$ cat src/rtl/simd_fp_int_add_pipe.sv
// simd_fp_int_add_pipe
//   LANES-wide SIMD adder for the systolic-array accumulate path. Each beat
//   is either FP16 (IEEE half, round-to-nearest-even, subnormals flushed) or
//   INT16 (two's complement). The mode travels with the beat through a
//   three-stage valid/ready pipeline that stalls as a whole.
//     S1: decode, magnitude compare/swap, align smaller mantissa (G/R/S kept)
//     S2: 14-bit mantissa add/sub (FP) or 16-bit add (INT)
//     S3: normalise, round RNE, pack; result registered onto out_*
//
// Optional feature macro: INT_SAT_EN
//   defined   : INT16 lanes saturate to 16'h7FFF / 16'h8000 on overflow
//   undefined : INT16 lanes wrap modulo 2^16
//
// Ports
//   clk        in   rising-edge clock
//   rst_n      in   asynchronous active-low reset
//   in_valid   in   in_a/in_b/in_mode carry a beat
//   in_ready   out  beat accepted this cycle when in_valid is high
//   in_mode    in   0 = INT16 lanes, 1 = FP16 lanes
//   in_a/in_b  in   operands, lane i = bits [16i+15:16i]
//   out_valid  out  out_sum/out_ovf/out_mode carry a result
//   out_ready  in   downstream accepts the result
//   out_mode   out  mode of the beat on the output (0 when out_valid = 0)
//   out_sum    out  per-lane sums
//   out_ovf    out  per-lane overflow flags

module simd_fp_int_add_pipe #(
  parameter int LANES = 4
) (
  input  logic                 clk,
  input  logic                 rst_n,
  input  logic                 in_valid,
  output logic                 in_ready,
  input  logic                 in_mode,
  input  logic [LANES*16-1:0]  in_a,
  input  logic [LANES*16-1:0]  in_b,
  output logic                 out_valid,
  input  logic                 out_ready,
  output logic                 out_mode,
  output logic [LANES*16-1:0]  out_sum,
  output logic [LANES-1:0]     out_ovf
);

  localparam logic [15:0] QNAN = 16'h7E00;

  logic                adv;
  logic                s1_valid, s2_valid, s3_valid;
  logic                s1_mode, s2_mode, s3_mode;
  logic [LANES*16-1:0] res_sum;
  logic [LANES-1:0]    res_ovf;

  // The whole pipe moves together; in_ready only looks at the output side.
  assign adv       = out_ready | ~s3_valid;
  assign in_ready  = adv;
  assign out_valid = s3_valid;
  assign out_mode  = s3_valid & s3_mode;

  always_ff @(posedge clk or negedge rst_n) begin
    if (!rst_n) begin
      s1_valid <= 1'b0;
      s2_valid <= 1'b0;
      s3_valid <= 1'b0;
      s1_mode  <= 1'b0;
      s2_mode  <= 1'b0;
      s3_mode  <= 1'b0;
      out_sum  <= '0;
      out_ovf  <= '0;
    end else if (adv) begin
      s1_valid <= in_valid;
      s1_mode  <= in_mode;
      s2_valid <= s1_valid;
      s2_mode  <= s1_mode;
      s3_valid <= s2_valid;
      s3_mode  <= s2_mode;
      out_sum  <= res_sum;
      out_ovf  <= res_ovf;
    end
  end

  for (genvar i = 0; i < LANES; i++) begin : g_lane
    logic [15:0] a, b;
    assign a = in_a[16*i +: 16];
    assign b = in_b[16*i +: 16];

    // ---------------- S1: decode / swap / align ----------------
    logic        a_zero, b_zero, a_nan, b_nan, a_inf, b_inf, a_big;
    logic [14:0] mag_a, mag_b;
    logic [10:0] ma, mb, m_big, m_small;
    logic [4:0]  e_big, e_small, shift;
    logic [13:0] small_ext, small_shr, small_al;
    logic        lost;
    logic        spec_c;
    logic [15:0] spec_val_c;

    always_comb begin
      a_zero    = (a[14:10] == 5'd0);
      b_zero    = (b[14:10] == 5'd0);
      a_nan     = (a[14:10] == 5'h1F) && (a[9:0] != 10'd0);
      b_nan     = (b[14:10] == 5'h1F) && (b[9:0] != 10'd0);
      a_inf     = (a[14:10] == 5'h1F) && (a[9:0] == 10'd0);
      b_inf     = (b[14:10] == 5'h1F) && (b[9:0] == 10'd0);
      // Subnormals are flushed before the compare so they behave as zero.
      mag_a     = a_zero ? 15'd0 : a[14:0];
      mag_b     = b_zero ? 15'd0 : b[14:0];
      ma        = a_zero ? 11'd0 : {1'b1, a[9:0]};
      mb        = b_zero ? 11'd0 : {1'b1, b[9:0]};
      // Ties pick B, which also makes B's sign win on equal magnitudes.
      a_big     = (mag_a > mag_b);
      e_big     = a_big ? mag_a[14:10] : mag_b[14:10];
      e_small   = a_big ? mag_b[14:10] : mag_a[14:10];
      m_big     = a_big ? ma : mb;
      m_small   = a_big ? mb : ma;
      shift     = e_big - e_small;
      small_ext = {m_small, 3'b000};
      small_shr = small_ext >> shift;
      lost      = |(small_ext & ~(14'h3FFF << shift));
      if (shift >= 5'd14) small_al = {13'd0, |m_small};
      else                small_al = {small_shr[13:1], small_shr[0] | lost};

      spec_c     = 1'b0;
      spec_val_c = 16'h0000;
      if (a_nan || b_nan || (a_inf && b_inf && (a[15] != b[15]))) begin
        spec_c     = 1'b1;
        spec_val_c = QNAN;
      end else if (a_inf) begin
        spec_c     = 1'b1;
        spec_val_c = a;
      end else if (b_inf) begin
        spec_c     = 1'b1;
        spec_val_c = b;
      end
    end

    logic        s1_spec, s1_sign, s1_sub, s1_zsign;
    logic [15:0] s1_spec_val, s1_ia, s1_ib;
    logic [4:0]  s1_exp;
    logic [13:0] s1_m_big, s1_m_small;

    always_ff @(posedge clk or negedge rst_n) begin
      if (!rst_n) begin
        s1_spec     <= 1'b0;
        s1_spec_val <= '0;
        s1_sign     <= 1'b0;
        s1_sub      <= 1'b0;
        s1_zsign    <= 1'b0;
        s1_exp      <= '0;
        s1_m_big    <= '0;
        s1_m_small  <= '0;
        s1_ia       <= '0;
        s1_ib       <= '0;
      end else if (adv) begin
        s1_spec     <= spec_c;
        s1_spec_val <= spec_val_c;
        s1_sign     <= a_big ? a[15] : b[15];
        s1_sub      <= a[15] ^ b[15];
        // A zero sum keeps a negative sign only for (-0)+(-0).
        s1_zsign    <= a[15] & b[15];
        s1_exp      <= e_big;
        s1_m_big    <= {m_big, 3'b000};
        s1_m_small  <= small_al;
        s1_ia       <= a;
        s1_ib       <= b;
      end
    end

    // ---------------- S2: add / subtract ----------------
    logic [14:0] fp_sum;
    logic [15:0] int_raw, int_res;
    logic        int_ovf;

    always_comb begin
      fp_sum  = s1_sub ? ({1'b0, s1_m_big} - {1'b0, s1_m_small})
                       : ({1'b0, s1_m_big} + {1'b0, s1_m_small});
      int_raw = s1_ia + s1_ib;
      int_ovf = (s1_ia[15] == s1_ib[15]) && (int_raw[15] != s1_ia[15]);
`ifdef INT_SAT_EN
      int_res = int_ovf ? (s1_ia[15] ? 16'h8000 : 16'h7FFF) : int_raw;
`else
      int_res = int_raw;
`endif
    end

    logic        s2_spec, s2_sign, s2_zsign, s2_int_ovf;
    logic [15:0] s2_spec_val, s2_int_res;
    logic [4:0]  s2_exp;
    logic [14:0] s2_sum;

    always_ff @(posedge clk or negedge rst_n) begin
      if (!rst_n) begin
        s2_spec     <= 1'b0;
        s2_spec_val <= '0;
        s2_sign     <= 1'b0;
        s2_zsign    <= 1'b0;
        s2_exp      <= '0;
        s2_sum      <= '0;
        s2_int_res  <= '0;
        s2_int_ovf  <= 1'b0;
      end else if (adv) begin
        s2_spec     <= s1_spec;
        s2_spec_val <= s1_spec_val;
        s2_sign     <= s1_sign;
        s2_zsign    <= s1_zsign;
        s2_exp      <= s1_exp;
        s2_sum      <= fp_sum;
        s2_int_res  <= int_res;
        s2_int_ovf  <= int_ovf;
      end
    end

    // ---------------- S3: normalise / round / pack ----------------
    logic [3:0]         lz;
    logic [13:0]        norm;
    logic [10:0]        mant;
    logic [11:0]        mant_r;
    logic [9:0]         frac;
    logic               guard, sticky, round_up;
    logic signed [6:0]  exp_n, exp_r;
    logic [15:0]        fp_res, lane_res;
    logic               fp_ovf, lane_ovf;

    always_comb begin
      lz = 4'd0;
      for (int k = 0; k < 14; k++) begin
        if (s2_sum[k]) lz = 4'(13 - k);
      end
      norm = s2_sum[13:0] << lz;
      if (s2_sum[14]) begin
        mant   = s2_sum[14:4];
        guard  = s2_sum[3];
        sticky = |s2_sum[2:0];
        exp_n  = $signed({2'b00, s2_exp}) + 7'sd1;
      end else begin
        mant   = norm[13:3];
        guard  = norm[2];
        sticky = |norm[1:0];
        exp_n  = $signed({2'b00, s2_exp}) - $signed({3'b000, lz});
      end
      round_up = guard & (sticky | mant[0]);
      mant_r   = {1'b0, mant} + {11'd0, round_up};
      if (mant_r[11]) begin
        exp_r = exp_n + 7'sd1;
        frac  = mant_r[10:1];
      end else begin
        exp_r = exp_n;
        frac  = mant_r[9:0];
      end

      fp_ovf = 1'b0;
      if (s2_spec) begin
        fp_res = s2_spec_val;
      end else if (s2_sum == 15'd0) begin
        fp_res = {s2_zsign, 15'd0};
      end else if (exp_r > 7'sd30) begin
        fp_res = {s2_sign, 5'h1F, 10'd0};
        fp_ovf = 1'b1;
      end else if (exp_r < 7'sd1) begin
        fp_res = 16'h0000;
      end else begin
        fp_res = {s2_sign, exp_r[4:0], frac};
      end

      lane_res = s2_mode ? fp_res : s2_int_res;
      lane_ovf = s2_mode ? fp_ovf : s2_int_ovf;
    end

    assign res_sum[16*i +: 16] = lane_res;
    assign res_ovf[i]          = lane_ovf;
  end

endmodule

$ cat config.mk
export PLATFORM = sky130hd
export DESIGN_NAME = simd_fp_int_add_pipe
export DESIGN_NICKNAME = d
export VERILOG_FILES = /design/src/rtl/simd_fp_int_add_pipe.sv
export SDC_FILE = /design/constraint.sdc
export NUM_CORES = 2
export LEC_CHECK = 0
export ABC_CLOCK_PERIOD_IN_PS = 5150
export BUFFER_PORTS_ARGS = -buffer_cell sky130_fd_sc_hd__buf_4
export CELL_PAD_IN_SITES_DETAIL_PLACEMENT = 0
export CELL_PAD_IN_SITES_GLOBAL_PLACEMENT = 1
export CORE_UTILIZATION = 39
export CTS_BUF_LIST = sky130_fd_sc_hd__clkbuf_16
export DETAILED_ROUTE_END_ITERATION = 8
export GPL_TIMING_DRIVEN = 0
export PLACE_DENSITY = 0.71
export RECOVER_POWER = 25
export SETUP_SLACK_MARGIN = 0.1
export SKIP_CTS_REPAIR_TIMING = 1
export SYNTH_ARGS = -nofsm -noshare
export SYNTH_HDL_FRONTEND = slang
export SYNTH_SLANG_ARGS = --single-unit
$ cat constraint.sdc
create_clock -name clk -period 5.15 [get_ports clk]
set_input_delay 0.2575 -clock clk [delete_from_list [all_inputs] [get_ports clk]]
set_output_delay 0.2575 -clock clk [all_outputs]
set_load 0.02 [all_outputs]
== Word level (Yosys, flattened, before mapping) ==
Cells that the tools add are included.
W data, S select, Z words.

* $add $sub $neg: 32
* $mul: 0
* Div/mod/pow operators: 0
* $lt $le $gt $ge: 16
* Equality and inequality tests: 20
* Shift operators: 12
* Mux-type cells: 184
* Bitwise gates (word level): 31
* Reductions and logical operators: 80

{| class="wikitable"
|+ Operator list
! kind !! number
|-
| $mux W16 || 32
|-
| $mux W4 || 56
|-
| $mux W11 || 20
|-
| $mux W15 || 12
|-
| $logic_not A10 Y1 || 8
|-
| $reduce_bool A10 Y1 || 8
|-
| $add A16 B16 Y16 || 4
|-
| $add A14 B14 Y15 || 4
|-
| $gt A15 B15 Y1 || 4
|-
| $logic_not A15 Y1 || 4
|-
| $sub A14 B14 Y15 || 4
|-
| $and A14 B14 Y14 || 4
|-
| $mux W14 || 4
|-
| $mux W7 || 8
|-
| $not A14 Y14 || 4
|-
| $reduce_or A14 Y1 || 4
|-
| $shl A14 B4 Y14 || 4
|-
| $shl A14 B5 Y14 const A || 4
|-
| $shr A14 B5 Y14 || 4
|-
| $add A11 B1 Y12 || 4
|-
| $reduce_or A11 Y1 || 4
|-
| $eq A5 B5 Y1 const B || 8
|-
| $logic_not A5 Y1 || 8
|-
| $mux W1 || 40
|-
| other kinds (19) || 119
|}

* Bits in registers: 626
* Bits in latches: 0
* Bits in writable memories: 0
* Bits in read-only memories: 0
* Input port bits: 133
* Output and inout port bits: 71
* Memories kept: 0

== Logic depth before layout (Yosys ltp) ==
* Depth in word-level cells: 27
* Gate-level depth with buffers: 24

== Worst setup path before layout ==
Ideal clock, no wire load.

* Path kind: input-to-reg
* From: in in_a[42]
* To: reg g_lane[2].s1_m_small[2]
* Setup time: 0.121 ns
* Arrival time: 4.987 ns
* Required time: 5.029 ns
* Setup slack: 0.042 ns
* Stages: 23
* Path buffers: 7
* Cell sequence: nor3_1 nand2_1 clkbuf_1 nand2_1 inv_1 ha_1 nor2b_1 o21a_1 o211ai_1 a31o_2 a21oi_1 clkbuf_1 buf_2 clkbuf_1 clkbuf_1 a22oi_1 ha_1 nor2_1 xnor2_1 clkbuf_1 buf_1 o22ai_1 a22o_1

* Cells in the longest elaborated chain, start to end: 7
* Elaborated cells on any way between the ends: 11
* Those cells by class: 1 x add/sub; 2 x order compare; 1 x shift; 6 x mux; 1 x reduce/logical

{| class="wikitable"
|+ Ends and longest elaborated chain
! item !! line !! RTL
|-
| start: declaration || 35 || <nowiki>input logic [LANES*16-1:0] in_a,</nowiki>
|-
| $logic_not A5 Y1 || 96 || <nowiki>a_zero = (a[14:10] == 5'd0);</nowiki>
|-
| $mux W15 || 103 || <nowiki>mag_a = a_zero ? 15'd0 : a[14:0];</nowiki>
|-
| $gt A15 B15 Y1 || 108 || <nowiki>a_big = (mag_a > mag_b);</nowiki>
|-
| $mux W5, on equally long branches || 109, 110 ||
|-
| $sub A5 B5 Y5 || 113 || <nowiki>shift = e_big - e_small;</nowiki>
|-
| $shr A14 B5 Y14 / $ge A5 B4 Y1 (equally long branches) || 115, 117 ||
|-
| $mux W14 (*) || 117 || <nowiki>if (shift >= 5'd14) small_al = {13'd0, |m_small};</nowiki>
|-
| end signal: assignment || 160 || <nowiki>s1_m_small <= small_al;</nowiki>
|-
| end: declaration || 137 || <nowiki>logic [13:0] s1_m_big, s1_m_small;</nowiki>
|}

Mark *: on every way between the ends. The rest lies on a longest branch, timed or not.
A chain may end at the register's enable or synchronous reset.

== Worst setup path in the final report ==
* From: reg s3_valid, in the netlist out_valid
* To: reg g_lane[2].s2_sum[0]

* Cells in the longest elaborated chain, start to end: 2

{| class="wikitable"
|+ Ends and longest elaborated chain
! item !! line !! RTL
|-
| start: declaration || 47 || <nowiki>logic s1_valid, s2_valid, s3_valid;</nowiki>
|-
| start signal: assignment || 73 || <nowiki>s3_valid <= s2_valid;</nowiki>
|-
| $not A1 Y1 || 53 || <nowiki>assign adv = out_ready | ~s3_valid;</nowiki>
|-
| $or A1 B1 Y1 || 53 ||
|-
| end signal: assignment || 204 || <nowiki>s2_sum <= fp_sum;</nowiki>
|-
| end: declaration || 186 || <nowiki>logic [14:0] s2_sum;</nowiki>
|}

No other way between the ends.

==> metrics.yaml <==
finish:
  layout_common_cells: "1080 x nand2_1, 624 x dfrtp_1, 393 x o21ai_0, 389 x nor2_1, 339 x a21oi_1"
  fin_nets: 6268
  fin_cells: 7437
  drive_above_1_share_pct: 10.2
  fill_cells: 11400
  utilization_pct: 46.1
  final_common_cell: "nand2_1"
  area_growth_pct: 16.6
clock_network:
  cts_tree: "built"
  cts_num_sinks: 626
  clockBufferDepth: 3
  clock-root-buffer: "clkbuf_16"
  cts_made_buffers: 79
  clk_pin_slew_ns: 0.06
  ctsHtreeMaxLevel: 3
  clkLatencyLatePin_ns: 0.67
yosys:
  syn_area_mm2: 0.0447
  synth_edf_count: 0
  yosysSeqAreaShare_pct: 35.1
  synth_ff_type: "dfrtp_1"
  ys_types: 129
  netlist_instances: 5469
  synth_nets: 5862
  ys_ff_latch: 626
  synth_top_area_share_pct: 35.1
  yosys_warnings: 0
  postSynthAreaPerCell_um2: 8.17
  ys_top_cells_by_area: "dfrtp_1 35%, nand2_1 9.1%, ha_1 6.9%, o21ai_0 4.4%, a21oi_1 3.8%"
  async_reset_ff_share_pct: 100
  synth_top_area_cell: "dfrtp_1"
floorplan:
  initial_utilization_pct: 39.5
  num_rows: 123
  ios: 204
  die_height_um: 341
  core_area_mm2: 0.113
  die_area_mm2: 0.116
  chipWidth_um: 341
critical_path:
  cp.required_ns: 5.63
  end_kind: "register"
  path_buf_inv: 5
  arrival_ns: 5.57
  slowest_stage: "clkdlybuf4s15_1"
  worstPathMaxFanout: 10
  cp.depth: 7
  path_cells: "nor2b_2, clkdlybuf4s15_1, clkbuf_1, buf_8, clkdlybuf4s15_1, clkbuf_1, o21ai_0"
  max_stage_delay_ns: 0.98
  setup.worst_path.start_class: "register"
  critPathKind: "register to register"
  rr_worst_depth: 7
  cpLargestDelayFamily: "buffers and inverters"
timing:
  hold_ws_ns: -0.0249
  rsz0062_at_grt: "no"
  slew-limit-headroom_pct: -173
  slew_viol_final: 99
  fin_crit_ns: 5.09
  timing.final.crit_share_pct: 98.8
  hold_viol_final: 4
  fin_ws_ns: 0.0592
  finClkSkew_ns: 0.0275
  setup_viol: 0
  worst_slew_pin_slew_ns: 4.09
  fmax_mhz: 196
grt:
  grt_pass1_wl_um: 279000
  antenna_found_initial: 15
  grt_pass1_vias: 40100
  grt-ovfl-total: 0
  grt.total_usage_pct: 32.3
  grt_max_degree: 112
routing:
  viasPerCell: 5.85
  drt_pass1_iterations: 6
  wl_per_cell_um: 26.0
  drc_errors: 0
  ant_nets: 0
  drt_iter0_drc: 4702
  drt_wl_total_um: 193000
  num_vias: 43500
place:
  dp_slack_ns: -1.57
  place_inst: 7179
  place_congestion: 0.966
  portBuffers: 203
  dp_hpwl_um: 149000
pwr:
  power_per_cell_area_mw_per_mm2: 636
  power_mw: 33.2
  p_leak_nw: 23.7
  peakVddDrop_mv: 0.290
flow_run:
  cap_violations: 3
hold_path:
  worstHoldPathCells: 3
  min_path_type: "input pin to register"
run_status:
  violations: "negative hold slack, max-capacitance violations, max-slew violations"
  status: "complete, but fails checks"
-- power by group --
group	internal, mW	leakage (nW)	switching, mW
combinational	6.92	14.7	12.6
clock	3.18	1.28	2.37
sequential	6.42	7.75	1.68
-- cell usage after synthesis (all sizes together), types with 58 or more instances --
cell type and number:
and2 78, a21oi 348, buf 85, nand3 115, a21o 85, inv 255
o21ai 410, nor3 119, xnor2 91, mux2i 143, a31oi 68, nand2 1082
dfrtp 626, ha 248, clkbuf 248, nand2b 61, nor2 395, o31ai 73
a211oi 58
-- worst paths after layout --
path                                                       from                              endpoint  slack, ns
hold reg to reg            g_lane[2].s1_spec_val[6]$_DFFE_PN0P_  g_lane[2].s2_spec_val[6]$_DFFE_PN0P_       0.46
setup / recovery                          out_valid$_DFFE_PN0P_       g_lane[2].s2_sum[0]$_DFFE_PN0P_       0.06
min in group asynchronous                                 rst_n  g_lane[3].s1_spec_val[7]$_DFFE_PN0P_       1.78
hold / removal                                         in_b[30]       g_lane[1].s1_exp[4]$_DFFE_PN0P_      -0.02
max in group asynchronous                                 rst_n     g_lane[2].s1_m_big[8]$_DFFE_PN0P_       1.03
setup reg to reg                          out_valid$_DFFE_PN0P_       g_lane[2].s2_sum[0]$_DFFE_PN0P_       0.06
-- stage by stage --
step	hold WS, ns	area [µm²]	setup TNS (ns)
after detailed placement	0.311	48300	-60.09
after global placement	0.446	48100	-2244.31
after CTS	-0.398	50800	-55.50
after floorplan	-0.0381	44700	0
after global routing	0.00622	52100	0
final	-0.0249	52100	0
-- logic make-up (layout without fill, tap and decap cells) --
logic type | Yosys count | count (layout) | synth area share (%)
AOI/OAI and AO/OA | 1499 | 1499 | 22.3
adders and majority gates | 260 | 260 | 7.48
DFF | 626 | 626 | 35.1
and+or+nand+nor | 2168 | 2168 | 22.5
buffers and inverters | 593 | 1058 | 5.44
other | 0 | 3 | 0
muxes | 181 | 181 | 4.40
xor gates and xnor gates | 142 | 142 | 2.78
-- flip-flops by register name (all words and copies together), names as in the netlist, 44 cells and up --
signal	flops
g_lane.s1_ia	64
g_lane.s1_ib	64
g_lane.s1_m_big	44
g_lane.s1_m_small	56
g_lane.s1_spec_val	64
g_lane.s2_int_res	64
g_lane.s2_spec_val	64
g_lane.s2_sum	60
out_sum	64
-- layout make-up --
type / instances / area [µm²] / area share [%]
inverters: 260 / 988 / 1.90
repair buffers: 327 / 2860 / 5.49
clock inverters: 60 / 515 / 0.989
flip-flops and latches: 626 / 15700 / 30.1
clock buffers: 80 / 2000 / 3.84
diodes: 3 / 7.51 / 0.0144
multi-input cells: 4250 / 26700 / 51.3
plain buffers: 331 / 1480 / 2.84
well taps: 1500 / 1880 / 3.60
-- worst register-to-register path, stage by stage (launching register included) --
cell             delay [ns]
dfrtp_1                0.43
nor2b_2                0.68
clkdlybuf4s15_1        0.99
clkbuf_1               0.70
buf_8                  0.25
clkdlybuf4s15_1        0.92
clkbuf_1               0.72
o21ai_0                0.24
-- metal layers --
layer,share of wire (%),track usage [%],vias up
met4,3.0,9.67,6
met1,47,48.7,21300
met2,42,46.5,1752
met5,0.022,0,-
met3,8.5,5.90,252
li1,-,-,20200
Note: power is estimated with default switching activity, not from simulation.
